**src/rtl/ldpc_decode_ctrl.sv**
```systemverilog
// Sequencing controller for the LDPC (15,8) receive path: detect, iteratively flip
// and re-check one word at a time, then hand off info bits with status and statistics.
module ldpc_decode_ctrl #(
  parameter int N        = 15,
  parameter int K        = 8,
  parameter int SYN_W    = 15,
  parameter int MAX_ITER = 4,
  parameter int CNT_W    = 16
) (
  input  logic             clk,
  input  logic             rst,
  input  logic             in_valid,
  output logic             in_ready,
  input  logic [N-1:0]     in_word,
  output logic [N-1:0]     det_c,
  input  logic [SYN_W-1:0] det_s,
  input  logic             det_error,
  output logic [SYN_W-1:0] corr_s,
  input  logic [N-1:0]     corr_mask,
  output logic             out_valid,
  input  logic             out_ready,
  output logic [K-1:0]     out_data,
  output logic             out_ok,
  output logic [3:0]       out_iter,
  output logic [CNT_W-1:0] cnt_words,
  output logic [CNT_W-1:0] cnt_corrected,
  output logic [CNT_W-1:0] cnt_failed
);

  typedef enum logic [1:0] {
    IDLE  = 2'd0,
    CHECK = 2'd1,
    FLIP  = 2'd2,
    DONE  = 2'd3
  } state_t;

  localparam logic [3:0]       MAX_ITER_C = 4'(MAX_ITER);
  localparam logic [CNT_W-1:0] CNT_MAX    = {CNT_W{1'b1}};

  state_t           state_q, state_d;
  logic [N-1:0]     word_q, word_d;
  logic [SYN_W-1:0] syn_q, syn_d;
  logic [3:0]       iter_q, iter_d;
  logic             ok_q, ok_d;
  logic [CNT_W-1:0] cnt_words_q, cnt_words_d;
  logic [CNT_W-1:0] cnt_corr_q, cnt_corr_d;
  logic [CNT_W-1:0] cnt_fail_q, cnt_fail_d;

  // Counters stick at all-ones instead of wrapping.
  function automatic logic [CNT_W-1:0] sat_inc(input logic [CNT_W-1:0] v);
    if (v == CNT_MAX) begin
      sat_inc = v;
    end else begin
      sat_inc = v + {{(CNT_W-1){1'b0}}, 1'b1};
    end
  endfunction

  // Next-state, datapath and statistics update.
  always_comb begin
    state_d     = state_q;
    word_d      = word_q;
    syn_d       = syn_q;
    iter_d      = iter_q;
    ok_d        = ok_q;
    cnt_words_d = cnt_words_q;
    cnt_corr_d  = cnt_corr_q;
    cnt_fail_d  = cnt_fail_q;
    case (state_q)
      IDLE: begin
        if (in_valid) begin
          word_d  = in_word;
          iter_d  = 4'd0;
          state_d = CHECK;
        end else begin
          state_d = IDLE;
        end
      end
      CHECK: begin
        if (!det_error) begin
          ok_d    = 1'b1;
          state_d = DONE;
        end else if (iter_q == MAX_ITER_C) begin
          ok_d    = 1'b0;
          state_d = DONE;
        end else begin
          syn_d   = det_s;
          state_d = FLIP;
        end
      end
      FLIP: begin
        // An empty mask means the corrector has nothing to offer: give up now.
        if (corr_mask == {N{1'b0}}) begin
          ok_d    = 1'b0;
          state_d = DONE;
        end else begin
          word_d  = word_q ^ corr_mask;
          iter_d  = iter_q + 4'd1;
          state_d = CHECK;
        end
      end
      DONE: begin
        if (out_ready) begin
          cnt_words_d = sat_inc(cnt_words_q);
          if (ok_q && (iter_q != 4'd0)) begin
            cnt_corr_d = sat_inc(cnt_corr_q);
          end else begin
            cnt_corr_d = cnt_corr_q;
          end
          if (!ok_q) begin
            cnt_fail_d = sat_inc(cnt_fail_q);
          end else begin
            cnt_fail_d = cnt_fail_q;
          end
          state_d = IDLE;
        end else begin
          state_d = DONE;
        end
      end
      default: begin
        state_d = IDLE;
      end
    endcase
  end

  // State and datapath registers with synchronous reset.
  always_ff @(posedge clk) begin
    if (rst) begin
      state_q     <= IDLE;
      word_q      <= {N{1'b0}};
      syn_q       <= {SYN_W{1'b0}};
      iter_q      <= 4'd0;
      ok_q        <= 1'b0;
      cnt_words_q <= {CNT_W{1'b0}};
      cnt_corr_q  <= {CNT_W{1'b0}};
      cnt_fail_q  <= {CNT_W{1'b0}};
    end else begin
      state_q     <= state_d;
      word_q      <= word_d;
      syn_q       <= syn_d;
      iter_q      <= iter_d;
      ok_q        <= ok_d;
      cnt_words_q <= cnt_words_d;
      cnt_corr_q  <= cnt_corr_d;
      cnt_fail_q  <= cnt_fail_d;
    end
  end

  assign in_ready      = (state_q == IDLE);
  assign out_valid     = (state_q == DONE);
  assign det_c         = word_q;
  assign corr_s        = syn_q;
  assign out_data      = word_q[K-1:0];
  assign out_iter      = iter_q;
  assign out_ok        = ok_q;
  assign cnt_words     = cnt_words_q;
  assign cnt_corrected = cnt_corr_q;
  assign cnt_failed    = cnt_fail_q;

endmodule

```
**config.mk**
```make
export PLATFORM = sky130hd
export DESIGN_NAME = ldpc_decode_ctrl
export DESIGN_NICKNAME = d
export VERILOG_FILES = /design/src/rtl/ldpc_decode_ctrl.sv
export SDC_FILE = /design/constraint.sdc
export NUM_CORES = 1
export LEC_CHECK = 0
export CAP_MARGIN = 0
export CORE_ASPECT_RATIO = 1.1
export CORE_UTILIZATION = 30
export CTS_CLUSTER_DIAMETER = 30
export DETAILED_ROUTE_END_ITERATION = 8
export GPL_TIMING_DRIVEN = 0
export PLACE_DENSITY = 0.56
export SKIP_CTS_REPAIR_TIMING = 1
export SLEW_MARGIN = 30
export SYNTH_ARGS = -nofsm -noshare
export SYNTH_HDL_FRONTEND = slang
export SYNTH_SLANG_ARGS = --single-unit
```
**constraint.sdc**
```tcl
create_clock -name clk -period 5.72 [get_ports clk]
set_clock_uncertainty 0.2 [all_clocks]
set_input_delay 0.858 -clock clk [delete_from_list [all_inputs] [get_ports clk]]
set_output_delay 0.858 -clock clk [all_outputs]
set_load 0.02 [all_outputs]
```
==> run summary <==
Clock latency on the worst-skew pair, taken at its later pin, is 0.35 ns. Data on the critical path is required at its endpoint by 4.66 ns. The maximum count of clock buffers along a single path is 2. The fraction of synthesis flops using an asynchronous set or reset pin is 0%.

After synthesis, the cell types taking the most area are dfxtp_1 (40%), a21oi_1 (7.0%), nor2_1 (4.8%), nand3_1 (3.9%), nand2_1 (3.5%). The tools report the element type at the critical path end as a primary output. In the post-route analysis, the smallest setup slack over all paths is 2.144 ns.

For this run, the top clock speed supported by timing is 0.2796 GHz. Each instance of the synthesized netlist takes up on average 8.016 um2. Along the worst path, the maximum fanout reaches 10. The largest total area in the synthesized netlist belongs to dfxtp_1. After detailed routing, the number of vias per cell comes to 4.893. Data arrives at the worst endpoint at 2.52 ns. After the last flow step, the layout net total stands at 733. For the final-report hold violation count, the log shows 0.

Number of antenna violations at the first check in global routing: 1. The global-route congestion overflow total came out at 0. Compared with the post-synthesis result, the final layout area differs by 46.80%. For the number of top-level pins, the log shows 143. Post-layout minimum cycle time: 3.576 ns. The tree built by TritonCTS fans out to 85 sinks. In the synthesized netlist the dominant register cell turns out to be dfxtp_1.

The routed wire length is 12.40 mm. Detailed placement finished with a half-perimeter wire length of 9.244 mm. The utilization after layout was 45.05%; the number of clock buffers inserted by TritonCTS was 9. Across the run, the number of max-cap violations was 0. The flow ran to the end, and the final reports show no timing, DRC or antenna violations. The die is 115.0 um wide.

The run gives 45 as the number of rows in the core area. The number of library cell types mapped by synthesis was 50; the die span in y was 126.3 um. Of the synthesized area, sequential elements account for 40.36%.

Yosys printed 0 warnings. Sorting the synthesized cells by how often they occur yields dfxtp_1 (85), a21oi_1 (59), nor2_1 (54), nand2_1 (39), inv_1 (35). The iteration count of the initial detailed-routing pass is 4. Measured slew at the worst slew-check pin: 0.7049 ns. The netlist area before placement was 4217 um2. The logs give 0 ns for the setup TNS and 19.94 mm for the wire length of the first global-routing pass. Entering global routing, the biggest net connects 14 pins.

The run gives 526 as the synthesized instance count. Yosys instantiated no cell more often than dfxtp_1. The total of endpoints with negative setup slack in the final report was 0; the share of the clock period used by the worst path after layout was 62.52%. The path type of the worst min-delay path is reg -> reg.

Once detail routing completed, the nets flagged for antenna violations numbered 0. The cell sitting at the root of the clock tree is a clkbuf_16. Yosys mapped a number of flops with a built-in enable equal to 0. Net count after synthesis: 581. Proportion of netlist area held by the largest area contributor: 40.36%. The logs give 14530 um2 for the full die area and 4019 for the via count of the first global-routing pass. After floorplanning, the core was sized to cover 13740 um2.

The leakage power figure is 2.154 nW. After clock tree synthesis, the clock-pin slew on the worst setup and hold paths is 0.06 ns. The H-tree generated during clock tree synthesis spans 3 levels. Routability-driven placement finished with a final weighted congestion of 0.7983. Input and output buffers added on the ports amount to 141.

VDD sags by at most 0.0001494 V. Synthesis inferred 85 register bits. The setup slack at placement came out at 2.415 ns. The final antenna diode count was 0; the effective utilization at floorplan was 30.69%. The detailed router finished its first iteration with 222 violations. The mean routed wirelength per cell is 14.23 um. The max-slew violation count is 0, and the worst slew margin relative to its limit is 53.01%. The kind of start point of the critical path is a register. The share of layout cells above drive strength 1 was 6.881%. For this run, design rule violations remaining after detail routing come to 0.

TritonCTS built the clock tree. Global routing consumed, over all layers together, 17.53% of the routing resources. The type of the setup path with the least slack was reg -> out. The power density over cell area is 238.0 nW/um2. Setup repair after global routing left no endpoint under its margin.

The routed layout has 4262 vias.
[placed cells by master, fill, tap and decap left out, types with 3 or more instances in the layout]
cell type	instances
nand3_1	33
xor2_1	14
nor2b_1	3
nand2b_1	6
mux2i_1	4
mux2_2	3
nor2_1	54
and4_1	4
clkbuf_1	19
xnor2_1	16
or3_1	8
clkdlybuf4s50_1	141
buf_4	8
ha_1	5
nand2_1	39
buf_2	5
o21ai_0	12
dfxtp_1	85
clkbuf_16	9
and3_1	7
o32ai_1	14
and2_1	7
inv_1	35
a21oi_1	59
nor3b_1	3
nand4_1	20
nor3_1	27
nor4_1	6
[worst max-delay path, cell delays in order (launching register included)]
cell and delay [ns]:
dfxtp_1 0.30, buf_2 0.19, buf_1 0.41, clkbuf_1 0.45
and2_1 0.20, clkdlybuf4s50_1 0.62
[metrics by stage]
step	power [mW]	cells	cell area, um2	hold slack [ns]
finish	1.473	871	6190	0.2532
global route	1.533	871	6190	0.2737
global placement	0.8364	855	5863	0.2427
CTS	1.495	871	6190	0.2563
detailed placement	0.8391	855	5863	0.2470
floorplan	0.7359	526	4217	0.3345
[registers in the layout, indices dropped and copies added, names as in the netlist]
name	count
state_q	2
out_iter	4
corr_s	15
cnt_failed	16
cnt_corrected	16
out_ok	1
det_c	15
cnt_words	16
[power breakdown]
group          switching (mW)  leakage (nW)  total [mW]  internal (mW)
sequential             0.0135         0.688       0.622          0.608
clock                   0.243         0.163       0.648          0.405
combinational           0.105          1.30       0.204         0.0987
[layout make-up]
type | count | area (um2)
Buffer | 34 | 178.9
Clock buffer | 12 | 256.5
Clock inverter | 4 | 70.07
Fill cell | 1420 | 7548
Inverter | 35 | 131.4
Multi-Input combinational cell | 372 | 2205
Sequential cell | 85 | 1702
Tap cell | 188 | 235.2
Timing Repair Buffer | 141 | 1411
[cell families after synthesis]
group,synth area share [%]
simple gates,28.52
flops,40.36
xor+xnor,6.231
buf+inv,7.359
mux,1.751
fa+ha+maj,1.484
compound gates,14.30
[layer usage]
layer	share of wire, %	GRT usage, %	wire length [um]
met1	45	21.83	5634
met2	48	29.02	5943
met3	4.7	3.870	585
met4	1.8	7.410	218
met5	0.10	0	13
[final timing paths]
check / startpoint / endpoint / slack [ns] / depth (start not counted)
max: state_q[1] / out_valid / 2.14 / 5
min: corr_s[6] / corr_s[6] / 0.25 / 2
max reg2reg: out_iter[0] / corr_s[5] / 3.26 / 7
min reg2reg: corr_s[6] / corr_s[6] / 0.25 / 2
(Power assumes the default switching activity.)
